--- config.mk ---
export PLATFORM = sky130hd
export DESIGN_NAME = mem_arbiter
export DESIGN_NICKNAME = d
export VERILOG_FILES = /design/src/rtl/rvs_pkg.sv /design/src/rtl/mem_wait_timer.sv /design/src/rtl/mem_arbiter.sv
export SDC_FILE = /design/constraint.sdc
export NUM_CORES = 1
export LEC_CHECK = 0
export CAP_MARGIN = 10
export CORE_MARGIN = 2
export CORE_UTILIZATION = 48
export DETAILED_ROUTE_END_ITERATION = 6
export GPL_ROUTABILITY_DRIVEN = 0
export PLACE_DENSITY = 0.95
export SKIP_LAST_GASP = 1
export SLEW_MARGIN = 40
export SYNTH_ARGS = -nofsm -noshare
export SYNTH_HDL_FRONTEND = slang
export SYNTH_SLANG_ARGS = --single-unit
--- constraint.sdc ---
create_clock -name clk -period 9.5 [get_ports clk]
set_clock_uncertainty 0.05 [all_clocks]
set_input_delay 1.425 -clock clk [delete_from_list [all_inputs] [get_ports clk]]
set_output_delay 1.425 -clock clk [all_outputs]
set_load 0.05 [all_outputs]
--- src/rtl/rvs_pkg.sv ---
// Shared types for the instruction-fetch / load-store memory arbiter.
package rvs_pkg;

  typedef enum logic [1:0] {
    IDLE,
    BUSY,
    RESP
  } arb_state_t;

  typedef enum logic {
    G_IF,
    G_LS
  } grant_t;

  localparam int WAIT_CNT_W = 8;

endpackage : rvs_pkg

--- src/rtl/mem_wait_timer.sv ---
// Counts BUSY cycles spent waiting for mem_ready; expired flags the cycle
// whose increment reaches TMO, so the transfer aborts after exactly TMO waits.
module mem_wait_timer
  import rvs_pkg::*;
#(
  parameter int TMO = 15
) (
  input  logic clk,
  input  logic rst,
  input  logic clear,
  input  logic enable,
  output logic expired
);

  logic [WAIT_CNT_W-1:0] count_q;
  logic [WAIT_CNT_W-1:0] count_d;

  // NOTE: next-state logic gets a default assignment first so no latch is inferred.
  always_comb begin
    count_d = count_q;
    if (clear) begin
      count_d = '0;
    end else if (enable) begin
      count_d = count_q + WAIT_CNT_W'(1);
    end
  end

  // NOTE: sequential state uses non-blocking assignments only.
  always_ff @(posedge clk or posedge rst) begin
    if (rst) begin
      count_q <= '0;
    end else begin
      count_q <= count_d;
    end
  end

  assign expired = enable && (count_q == WAIT_CNT_W'(TMO - 1));

endmodule : mem_wait_timer

--- src/rtl/mem_arbiter.sv ---
// Round-robin arbiter sharing one single-port memory between an instruction
// fetch port and a load/store port; every output is registered.
module mem_arbiter
  import rvs_pkg::*;
#(
  parameter int ADDR_W = 32,
  parameter int DATA_W = 32,
  parameter int TMO    = 15
) (
  input  logic                clk,
  input  logic                rst,
  input  logic                if_req,
  input  logic [ADDR_W-1:0]   if_addr,
  output logic [DATA_W-1:0]   if_rdata,
  output logic                if_ack,
  input  logic                ls_req,
  input  logic                ls_we,
  input  logic [ADDR_W-1:0]   ls_addr,
  input  logic [DATA_W-1:0]   ls_wdata,
  input  logic [DATA_W/8-1:0] ls_be,
  output logic [DATA_W-1:0]   ls_rdata,
  output logic                ls_ack,
  output logic                err,
  output logic                mem_en,
  output logic                mem_we,
  output logic [ADDR_W-1:0]   mem_addr,
  output logic [DATA_W-1:0]   mem_wdata,
  output logic [DATA_W/8-1:0] mem_be,
  input  logic [DATA_W-1:0]   mem_rdata,
  input  logic                mem_ready
);

  arb_state_t          state_q;
  grant_t              grant_q, last_grant_q, win_d;
  logic                mem_en_q, mem_we_q;
  logic [ADDR_W-1:0]   mem_addr_q;
  logic [DATA_W-1:0]   mem_wdata_q;
  logic [DATA_W/8-1:0] mem_be_q;
  logic [DATA_W-1:0]   if_rdata_q, ls_rdata_q;
  logic                if_ack_q, ls_ack_q, err_q;
  logic                timer_clear, timer_en, timer_expired;

  // A tie goes to whichever port was not served last.
  always_comb begin
    win_d = G_IF;
    if (if_req && ls_req) begin
      win_d = (last_grant_q == G_LS) ? G_IF : G_LS;
    end else if (ls_req) begin
      win_d = G_LS;
    end
  end

  assign timer_clear = (state_q == IDLE);
  assign timer_en    = (state_q == BUSY) && !mem_ready;

  mem_wait_timer #(.TMO(TMO)) u_wait_timer (
    .clk     (clk),
    .rst     (rst),
    .clear   (timer_clear),
    .enable  (timer_en),
    .expired (timer_expired)
  );

  always_ff @(posedge clk or posedge rst) begin
    if (rst) begin
      state_q      <= IDLE;
      grant_q      <= G_IF;
      last_grant_q <= G_LS;
      mem_en_q     <= 1'b0;
      mem_we_q     <= 1'b0;
      mem_addr_q   <= '0;
      mem_wdata_q  <= '0;
      mem_be_q     <= '0;
      if_rdata_q   <= '0;
      ls_rdata_q   <= '0;
      if_ack_q     <= 1'b0;
      ls_ack_q     <= 1'b0;
      err_q        <= 1'b0;
    end else begin
      case (state_q)
        IDLE: begin
          if (if_req || ls_req) begin
            grant_q  <= win_d;
            mem_en_q <= 1'b1;
            if (win_d == G_IF) begin
              mem_we_q    <= 1'b0;
              mem_addr_q  <= if_addr;
              mem_wdata_q <= '0;
              mem_be_q    <= '1;
            end else begin
              mem_we_q    <= ls_we;
              mem_addr_q  <= ls_addr;
              mem_wdata_q <= ls_we ? ls_wdata : '0;
              mem_be_q    <= ls_we ? ls_be : '1;
            end
            state_q <= BUSY;
          end
        end
        BUSY: begin
          // A completing mem_ready wins over a simultaneous timeout.
          if (mem_ready || timer_expired) begin
            mem_en_q <= 1'b0;
            err_q    <= !mem_ready;
            if (grant_q == G_IF) begin
              if_ack_q   <= 1'b1;
              if_rdata_q <= mem_ready ? mem_rdata : '0;
            end else begin
              ls_ack_q   <= 1'b1;
              ls_rdata_q <= mem_ready ? mem_rdata : '0;
            end
            state_q <= RESP;
          end
        end
        RESP: begin
          if_ack_q     <= 1'b0;
          ls_ack_q     <= 1'b0;
          err_q        <= 1'b0;
          if_rdata_q   <= '0;
          ls_rdata_q   <= '0;
          last_grant_q <= grant_q;
          state_q      <= IDLE;
        end
        default: state_q <= IDLE;
      endcase
    end
  end

  assign mem_en    = mem_en_q;
  assign mem_we    = mem_we_q;
  assign mem_addr  = mem_addr_q;
  assign mem_wdata = mem_wdata_q;
  assign mem_be    = mem_be_q;
  assign if_rdata  = if_rdata_q;
  assign if_ack    = if_ack_q;
  assign ls_rdata  = ls_rdata_q;
  assign ls_ack    = ls_ack_q;
  assign err       = err_q;

endmodule : mem_arbiter

==> reports/qor.yml, run 1 <==
vdd_ir_drop_max_uv: 333
final_max_slew_viol_count: 0
end_kind: "flip-flop"
root_buffer: "clkbuf_16"
vias: 6239
p_int_mw: 2.17
final.fill_count: 957
power.switching_mw: 1.89
grt_first_pass_wirelength_um: 34600
status: "complete, no violations"
fin_nets: 1018
die_area_um2: 15800
insertion_delay_ps: 420
power.density_nw_per_um2: 385
ys.warnings.count: 0
grt_pass1_vias: 6460
tightest_slew_ps: 713
syn_area_um2: 7110
wl_per_cell_um: 20.2
cts_resized: 0
row_count: 44
comb_power_share_pct: 55.1
path_clk_slew_ps: 60
cp.required_ps: 9790
crit_path_max_fanout: 35
crit_chain: "clkdlybuf4s50_1 -> a21boi_4 -> buf_4 -> and3_2 -> a22o_1"
ioPinCount: 275
syn_to_final_growth_pct: 48.2
dp.cells: 1043
clockBufferDepth: 2
post_cts_buffers: 0
fmax_ghz: 0.308
drv_cap: 0
cts_tree: "built"
io_buffers: 274
postRouteAntennaNets: 0
synth_seq_cells: 149
leakage_nw: 4.62
seqPwrFrac_pct: 27.4
cts-hold-fix-buffers: 0
grt_max_degree: 98
grt_overflow_total: 0
clock-sinks: 149
p_clk_share_pct: 17.5
wl_um: 21800
ys_top_cells_by_area: "dfrtp_1, mux2_2, a22o_1"
ys_seq_area_share_pct: 52.4
drive_gt1_share_pct: 13.9
instances_no_fill: 1075
die_w_um: 126
first_iter_violations: 549
period_needed_ps: 3240
startpoint_type: "primary input"
grt.total_usage_pct: 27.6
synth_top_area_cell: "dfrtp_1"
hp-class: "flip-flop to flip-flop"
crit_slowest_cell: "and3_2"
vias_per_cell: 5.80
cpPeakStageDelay_ps: 690
rsz0062_at_grt: "no"
die_y_um: 126
drt_pass1_iterations: 6
dpl.hpwl_um: 14800
tns_ps: 0
postSynthAreaPerCell_um2: 11.2
htree_levels: 4
cts_buffers: 17
hold_viol: 0
syn_nets: 775
relSlewSlack_pct: 52.4
synth_cells: 635
core_um2: 14500
setup_viol: 0
switching_share_pct: 46.6
initial_core_util_pct: 49.1
critPathKind: "primary input to flip-flop"
synth.distinct_cells: 40
drcViolationCount: 0
cp.arrival_ps: 3540
antenna_cells: 0
synth_top_area_share_pct: 52.1
antenna_found_initial: 0
period_share_pct: 34.2
==> cells in the final DEF, fill, tap and decap left out, types with 2 or more instances in the layout <==
cell / Yosys / layout
clkdlybuf4s50_1: 0 / 273
dfrtp_1: 148 / 147
mux2_2: 65 / 65
nand2_1: 38 / 38
nand3_1: 37 / 37
a21oi_1: 37 / 37
nand2b_1: 35 / 35
nand4b_1: 33 / 33
a22o_1: 33 / 33
o22ai_1: 32 / 32
and3_1: 33 / 32
a211o_1: 32 / 32
clkbuf_16: 0 / 17
buf_4: 7 / 12
o21ai_0: 10 / 10
o22a_1: 5 / 5
inv_1: 5 / 4
clkbuf_8: 0 / 4
or3_1: 3 / 3
mux2i_1: 3 / 3
clkinv_2: 0 / 3
bufinv_16: 0 / 3
nand3b_1: 2 / 2
a21o_1: 2 / 2
nor3_1: 2 / 2
ha_1: 2 / 2
inv_6: 0 / 2
clkinvlp_4: 0 / 2
==> sequential cells by signal, summed over array words and instances, names as in the netlist <==
name                  cells
mem_en                    1
mem_addr                 32
mem_be                    4
state_q                   2
ls_rdata                 32
grant_q                   1
err                       1
if_ack                    1
mem_we                    1
if_rdata                 32
last_grant_q              1
ls_ack                    1
mem_wdata                32
u_wait_timer.count_q      8
==> layer usage <==
layer | wire length, um | global-route usage (%) | vias to the layer above
li1 | - | - | 2831
met1 | 8340 | 33.2 | 3045
met2 | 10800 | 46.2 | 306
met3 | 1660 | 7.26 | 57
met4 | 903 | 13.6 | 0
met5 | 0 | 0 | -
==> cell usage after synthesis, drive strengths merged <==
| cell | instances |
|---|---|
| nor3b | 2 |
| nor3 | 2 |
| a211o | 32 |
| and3 | 33 |
| a21oi | 38 |
| a21boi | 1 |
| and4bb | 1 |
| buf | 25 |
| clkbuf | 38 |
| nor2 | 2 |
| or2 | 1 |
| o31ai | 1 |
| nand3 | 37 |
| mux2 | 65 |
| o21a | 1 |
| and3b | 1 |
| or3b | 1 |
| nand3b | 2 |
| o22ai | 32 |
| a21o | 2 |
| ha | 2 |
| o22a | 5 |
| a22o | 33 |
| inv | 5 |
| nand4b | 33 |
| nand2 | 38 |
| dfstp | 1 |
| nor4 | 1 |
| or3 | 3 |
| nand2b | 35 |
| mux2i | 3 |
| dfrtp | 148 |
| o21ai | 11 |
==> metrics by stage <==
step                      power, mW  setup slack, ps  util [%]  instance area [um^2]  hold slack [ps]
after floorplan                2.59             4020         -                  7110              384
after CTS                      4.08             6270      72.8                 10500              419
after global placement         3.28             5600      68.4                  9900              398
final                          4.06             6260      72.8                 10500              411
after detailed placement       3.35             5880      68.5                  9920              408
after global routing           4.23             6190      72.8                 10500              457
==> kinds of logic after synthesis <==
| kind of cell | after synthesis | share of synthesized area, % |
|---|---|---|
| simple gates | 192 | 16.5 |
| fa+ha+maj | 2 | 0.352 |
| flops | 149 | 52.4 |
| compound gates | 156 | 15.6 |
| mux | 68 | 10.7 |
| buf+inv | 68 | 4.34 |
==> final timing paths <==
| kind | start | endpoint | slack (ps) | depth (start not counted) |
|---|---|---|---|---|
| worst min register to register | u_wait_timer.count_q[7] | u_wait_timer.count_q[7] | 410 | 1 |
| worst min-delay path | u_wait_timer.count_q[7] | u_wait_timer.count_q[7] | 410 | 1 |
| worst max register to register | state_q[0] | if_rdata[18] | 6660 | 5 |
| worst max-delay path | ls_req | mem_wdata[24] | 6260 | 5 |
| max in group asynchronous | rst | state_q[0] | 6740 | 3 |
| min in group asynchronous | rst | ls_rdata[3] | 1480 | 2 |
==> critical path: cells and delay by family <==
family,cells,cell delay (ps)
simple gates,1,690
buf+inv,2,950
compound gates,2,460
==> power by group through the flow <==
stage	combinational (mW)	clock, mW	sequential (mW)
5_1_grt	2.34	0.745	1.15
4_1_cts	2.25	0.722	1.11
3_5_place_dp	2.24	0	1.11
2_1_floorplan	0.678	0	1.91
6_report	2.24	0.710	1.11
3_3_place_gp	2.19	0	1.09
==> final cells by class <==
cell class	instances	area (um^2)	area share, %
Clock inverter	11	146	1.39
Inverter	5	26.3	0.249
Timing Repair Buffer	287	2840	27.0
Tap cell	184	230	2.18
Multi-Input combinational cell	418	3090	29.3
Sequential cell	149	3730	35.4
Clock buffer	21	480	4.56
(Power assumes the default switching activity.)
==> run 2: changes to the inputs <==
- CORE_UTILIZATION: 48 -> 40
- PLACE_DENSITY: 0.95 -> 0.87
- clock period: 9.5 -> 2.83 ns (I/O delays scaled with it)
==> reports/qor.yml, run 2 (same netlist as run 1, synthesis figures left out) <==
status: "complete, no violations"
insertion_delay_ps: 430  # about the same
p_int_mw: 7.03  # +220%
post_cts_buffers: 0  # unchanged
wl_per_cell_um: 18.8  # -7.3%
rsz0062_at_grt: "no"
drv_cap: 0  # unchanged
ff2ff_setup_slack_ps: 690  # -5970 ps
fmax_ghz: 0.461
hold_viol: 0  # unchanged
die_y_um: 137  # +9.2%
tightest_slew_ps: 605  # -109 ps
period_needed_ps: 2170
cp.arrival_ps: 1690  # -1850 ps
path_clk_slew_ps: 70  # about the same
r2r_start: "u_wait_timer.count_q[0]"
hp-class: "primary input to async pin"
postPlaceCellArea_um2: 10100  # +1.4%
power.switching_mw: 6.41  # +240%
utilization_pct: 61.2  # -12 points
crit_chain: "clkdlybuf4s50_1"
antenna_cells: 0  # unchanged
vias_per_cell: 5.47  # -5.7%
cts_resized: 0  # unchanged
leakage_nw: 4.64  # +0.25%
p_clk_share_pct: 16.4  # -1.1 points
end_kind: "output port"
first_iter_violations: 547  # -0.36%
syn_to_final_growth_pct: 49.4
rr_worst_depth: 6  # +1
setup_viol: 0  # unchanged
cts-hold-fix-buffers: 0  # unchanged
relSlewSlack_pct: 59.7  # +7.3 points
grt_pass1_vias: 6143  # -4.9%
postRouteAntennaNets: 0  # unchanged
initial_core_util_pct: 41.0  # -8.1 points
crit_slowest_cell: "clkdlybuf4s50_1"
clockBufferDepth: 2  # unchanged
drive_gt1_share_pct: 14.1  # +0.18 points
switching_share_pct: 47.7  # +1.1 points
die_w_um: 137  # +9.2%
seqPwrFrac_pct: 27.3  # about the same
whs_ps: 236  # -174 ps
dpl.hpwl_um: 14500  # -1.9%
grt_overflow_total: 0  # unchanged
stdcell_area_um2: 10600  # +0.79%
tns_ps: 0  # unchanged
layout_common_cells: "clkdlybuf4s50_1, dfrtp_1, mux2_2"
power.density_nw_per_um2: 1260  # +230%
vias: 6122  # -1.9%
drcViolationCount: 0  # unchanged
cts_buffers: 17  # unchanged
core_um2: 17400  # +20%
cp.required_ps: 2360  # -7430 ps
final_max_slew_viol_count: 0  # unchanged
antenna_found_initial: 0  # unchanged
critPathKind: "flip-flop to output port"
comb_power_share_pct: 56.3  # +1.2 points
drt_pass1_iterations: 4  # -2
ioPinCount: 275  # unchanged
startpoint_type: "flip-flop"
row_count: 48  # +9.1%
root_buffer: "clkbuf_16"
period_share_pct: 76.6
final.fill_count: 1377  # +44%
wl_um: 21000  # -3.5%
die_area_um2: 18900  # +19%
clock-sinks: 149  # unchanged
io_buffers: 274  # unchanged
htree_levels: 4  # unchanged
crit_path_max_fanout: 4  # -89%
grt.total_usage_pct: 22.5  # -5.1 points
layout_commonest_cell: "clkdlybuf4s50_1"
worst-path-buf-inv: 1  # -1
cts_tree: "built"
path_delay_family: "buffers and inverters"
vdd_ir_drop_max_uv: 910  # +170%
grt_first_pass_wirelength_um: 33000  # -4.6%
r2r-end: "ls_rdata[20]"
cpPeakStageDelay_ps: 870  # +180 ps
fin_nets: 1021  # +0.29%
grt_max_degree: 82  # -16%
p_total_mw: 13.4  # +230%
==> run 2: metal layers <==
metal / wire length [um] / global-route usage, % / vias up
met1: 8320 / 28.3 / 3002
met5: 0 / 0 / -
met2: 10600 / 36.7 / 253
li1: - / - / 2850
met3: 1790 / 7.06 / 17
met4: 328 / 7.67 / 0
==> run 2: worst max path at each step <==
| stage | from | endpoint | slack (ps) | depth (start not counted) |
|---|---|---|---|---|
| 2_1_floorplan | rst | err | 480 | 1 |
| 3_3_place_gp | ls_req | mem_addr[18] | 630 | 5 |
| 3_5_place_dp | ls_req | mem_addr[15] | 580 | 5 |
| 4_1_cts | if_rdata[0] | if_rdata[0] | 640 | 1 |
| 5_1_grt | if_rdata[1] | if_rdata[1] | 580 | 1 |
| 6_report | if_rdata[0] | if_rdata[0] | 660 | 1 |
==> run 2: power groups by stage <==
stage | Clock (mW) | Sequential (mW) | Combinational, mW
3_3_place_gp | 0 | 3.66 | 7.46
3_5_place_dp | 0 | 3.70 | 7.57
4_1_cts | 2.24 | 3.67 | 7.60
2_1_floorplan | 0 | 6.42 | 2.28
6_report | 2.20 | 3.67 | 7.57
5_1_grt | 2.33 | 3.78 | 7.95
==> run 2: cell type report <==
cell class	count	area (um^2)	area share (%)
repair buffers	290	2930	27.6
clock buffers	18	439	4.13
multi-input cells	418	3090	29.0
well taps	225	282	2.65
clock inverters	14	135	1.27
flip-flops and latches	149	3730	35.1
inverters	5	22.5	0.212
==> run 2: through the flow <==
stage	worst slack (ps)	instances
3_3_place_gp	626	1087
5_1_grt	583	1119
2_1_floorplan	481	635
3_5_place_dp	577	1087
6_report	661	1119
4_1_cts	641	1119
==> run 3: changes to the inputs <==
- CORE_UTILIZATION: 40 -> 44
- PLACE_DENSITY: 0.87 -> 0.9
- clock period: 2.83 -> 2.1 ns (I/O delays scaled with it)
==> reports/qor.yml, run 3 (same netlist as run 1, synthesis figures left out) <==
status: "complete, no violations"
drv_cap: 0  # unchanged
fmax_ghz: 0.490
path_delay_family: "buffers and inverters"
fin_ws_ps: 61.1  # -600 ps
critPathKind: "flip-flop to output port"
grt_overflow_total: 0  # unchanged
pre_cts_ws_ps: 3.11  # -574 ps
cp.required_ps: 1740  # -620 ps
antenna_found_initial: 1  # +1
drt_pass1_iterations: 4  # unchanged
grt.total_usage_pct: 26.1  # +3.7 points
fin_nets: 1029  # +0.78%
power.density_nw_per_um2: 1710  # +36%
grt_first_pass_wirelength_um: 35400  # +7.3%
power.switching_mw: 8.63  # +35%
rsz0062_at_grt: "no"
cpPeakStageDelay_ps: 870  # about the same
final_max_slew_viol_count: 0  # unchanged
drive_gt1_share_pct: 15.3  # +1.2 points
post_cts_buffers: 0  # unchanged
grt_max_degree: 69  # -16%
startpoint: "if_rdata[8]"
tns_ps: 0  # unchanged
io_buffers: 274  # unchanged
p_int_mw: 9.72  # +38%
vias: 6286  # +2.7%
startpoint_type: "flip-flop"
p_total_mw: 18.4  # +37%
postRouteAntennaNets: 0  # unchanged
first_iter_violations: 406  # -26%
final.fill_count: 1175  # -15%
postPlaceCellArea_um2: 10100  # +0.61%
tightest_slew_ps: 583  # -21.5 ps
crit_path_end: "if_rdata[8]"
vias_per_cell: 5.62  # +2.7%
seqCellArea_um2: 3730  # unchanged
setup_viol: 0  # unchanged
crit_slowest_cell: "clkdlybuf4s50_1"
hp-class: "primary input to async pin"
cts_tree: "built"
wl_um: 22400  # +6.4%
hold_viol: 0  # unchanged
seqPwrFrac_pct: 26.8  # -0.5 points
core_um2: 15800  # -8.8%
dpl.hpwl_um: 15400  # +6.2%
r2r-end: "ls_rdata[16]"
ff2ff_setup_slack_ps: 200  # -490 ps
layout_common_cells: "clkdlybuf4s50_1, dfrtp_1, mux2_2"
htree_levels: 4  # unchanged
cts_buffers: 17  # unchanged
r2r_start: "u_wait_timer.count_q[0]"
syn_to_final_growth_pct: 50.6
insertion_delay_ps: 420  # about the same
end_kind: "output port"
critical_path_depth: 1  # unchanged
vdd_ir_drop_max_uv: 1160  # +28%
clockBufferDepth: 2  # unchanged
crit_chain: "clkdlybuf4s50_1"
comb_power_share_pct: 56.6  # +0.3 points
cp.arrival_ps: 1670  # -20 ps
multiInputGateArea_um2: 3090  # unchanged
initial_core_util_pct: 44.9  # +4.0 points
period_needed_ps: 2040
row_count: 46  # -4.2%
period_share_pct: 97.1
root_buffer: "clkbuf_16"
ioPinCount: 275  # unchanged
stdcell_area_um2: 10700  # +0.79%
die_y_um: 131  # -4.5%
relSlewSlack_pct: 61.0  # +1.3 points
path_clk_slew_ps: 60  # about the same
grt_pass1_vias: 6395  # +4.1%
leakage_nw: 4.71  # +1.7%
switching_share_pct: 47.0  # -0.69 points
layout_commonest_cell: "clkdlybuf4s50_1"
die_area_um2: 17200  # -8.8%
wl_per_cell_um: 20.0  # +6.4%
clock-sinks: 149  # unchanged
crit_path_max_fanout: 4  # unchanged
p_clk_share_pct: 16.6  # +0.2 points
rr_worst_depth: 6  # unchanged
worst-path-buf-inv: 1  # unchanged
drcViolationCount: 0  # unchanged
die_w_um: 131  # -4.5%
[run 3: metal layers]
metal	share of wire, %	GRT usage, %	routed length [um]
met1	37	29.9	8260
met2	51	45.2	11400
met3	8.8	8.22	1960
met4	3.2	11.3	705
met5	0	0	0
[run 3: what timing repair did]
item                       CTS  global route
hold buffers                 0             0
setup endpoints to repair    0             2
gates resized for setup      0             2
[run 3: power groups by stage]
stage | Combinational, mW | Sequential (mW) | Clock [mW]
2_1_floorplan | 3.07 | 8.66 | 0
3_3_place_gp | 10.2 | 4.88 | 0
3_5_place_dp | 10.4 | 4.92 | 0
4_1_cts | 10.4 | 4.91 | 3.11
5_1_grt | 10.8 | 5.07 | 3.24
6_report | 10.4 | 4.92 | 3.05
[run 3: worst min-delay path by stage]
stage | endpoint | startpoint | slack, ps
6_report | ls_rdata[21] | rst | 160
4_1_cts | ls_rdata[21] | rst | 150
3_3_place_gp | u_wait_timer.count_q[7] | u_wait_timer.count_q[7] | 400
5_1_grt | ls_rdata[21] | rst | 170
3_5_place_dp | u_wait_timer.count_q[7] | u_wait_timer.count_q[7] | 420
2_1_floorplan | u_wait_timer.count_q[7] | u_wait_timer.count_q[7] | 380
[run 3: final cells by class]
class / instances / share of cell area, %
Sequential cell: 149 / 34.8
Multi-Input combinational cell: 418 / 28.8
Timing Repair Buffer: 298 / 28.1
Clock buffer: 19 / 4.14
Tap cell: 216 / 2.52
Clock inverter: 13 / 1.37
Inverter: 5 / 0.210
Antenna cell: 1 / 0.0234
[run 3: metrics by stage]
stage / cells / hold WS, ps / util [%]
after global routing: 1119 / 168 / 67.7
final: 1119 / 161 / 67.7
after global placement: 1086 / 400 / 63.9
after detailed placement: 1086 / 421 / 63.9
after floorplan: 635 / 384 / -
after CTS: 1118 / 151 / 67.6
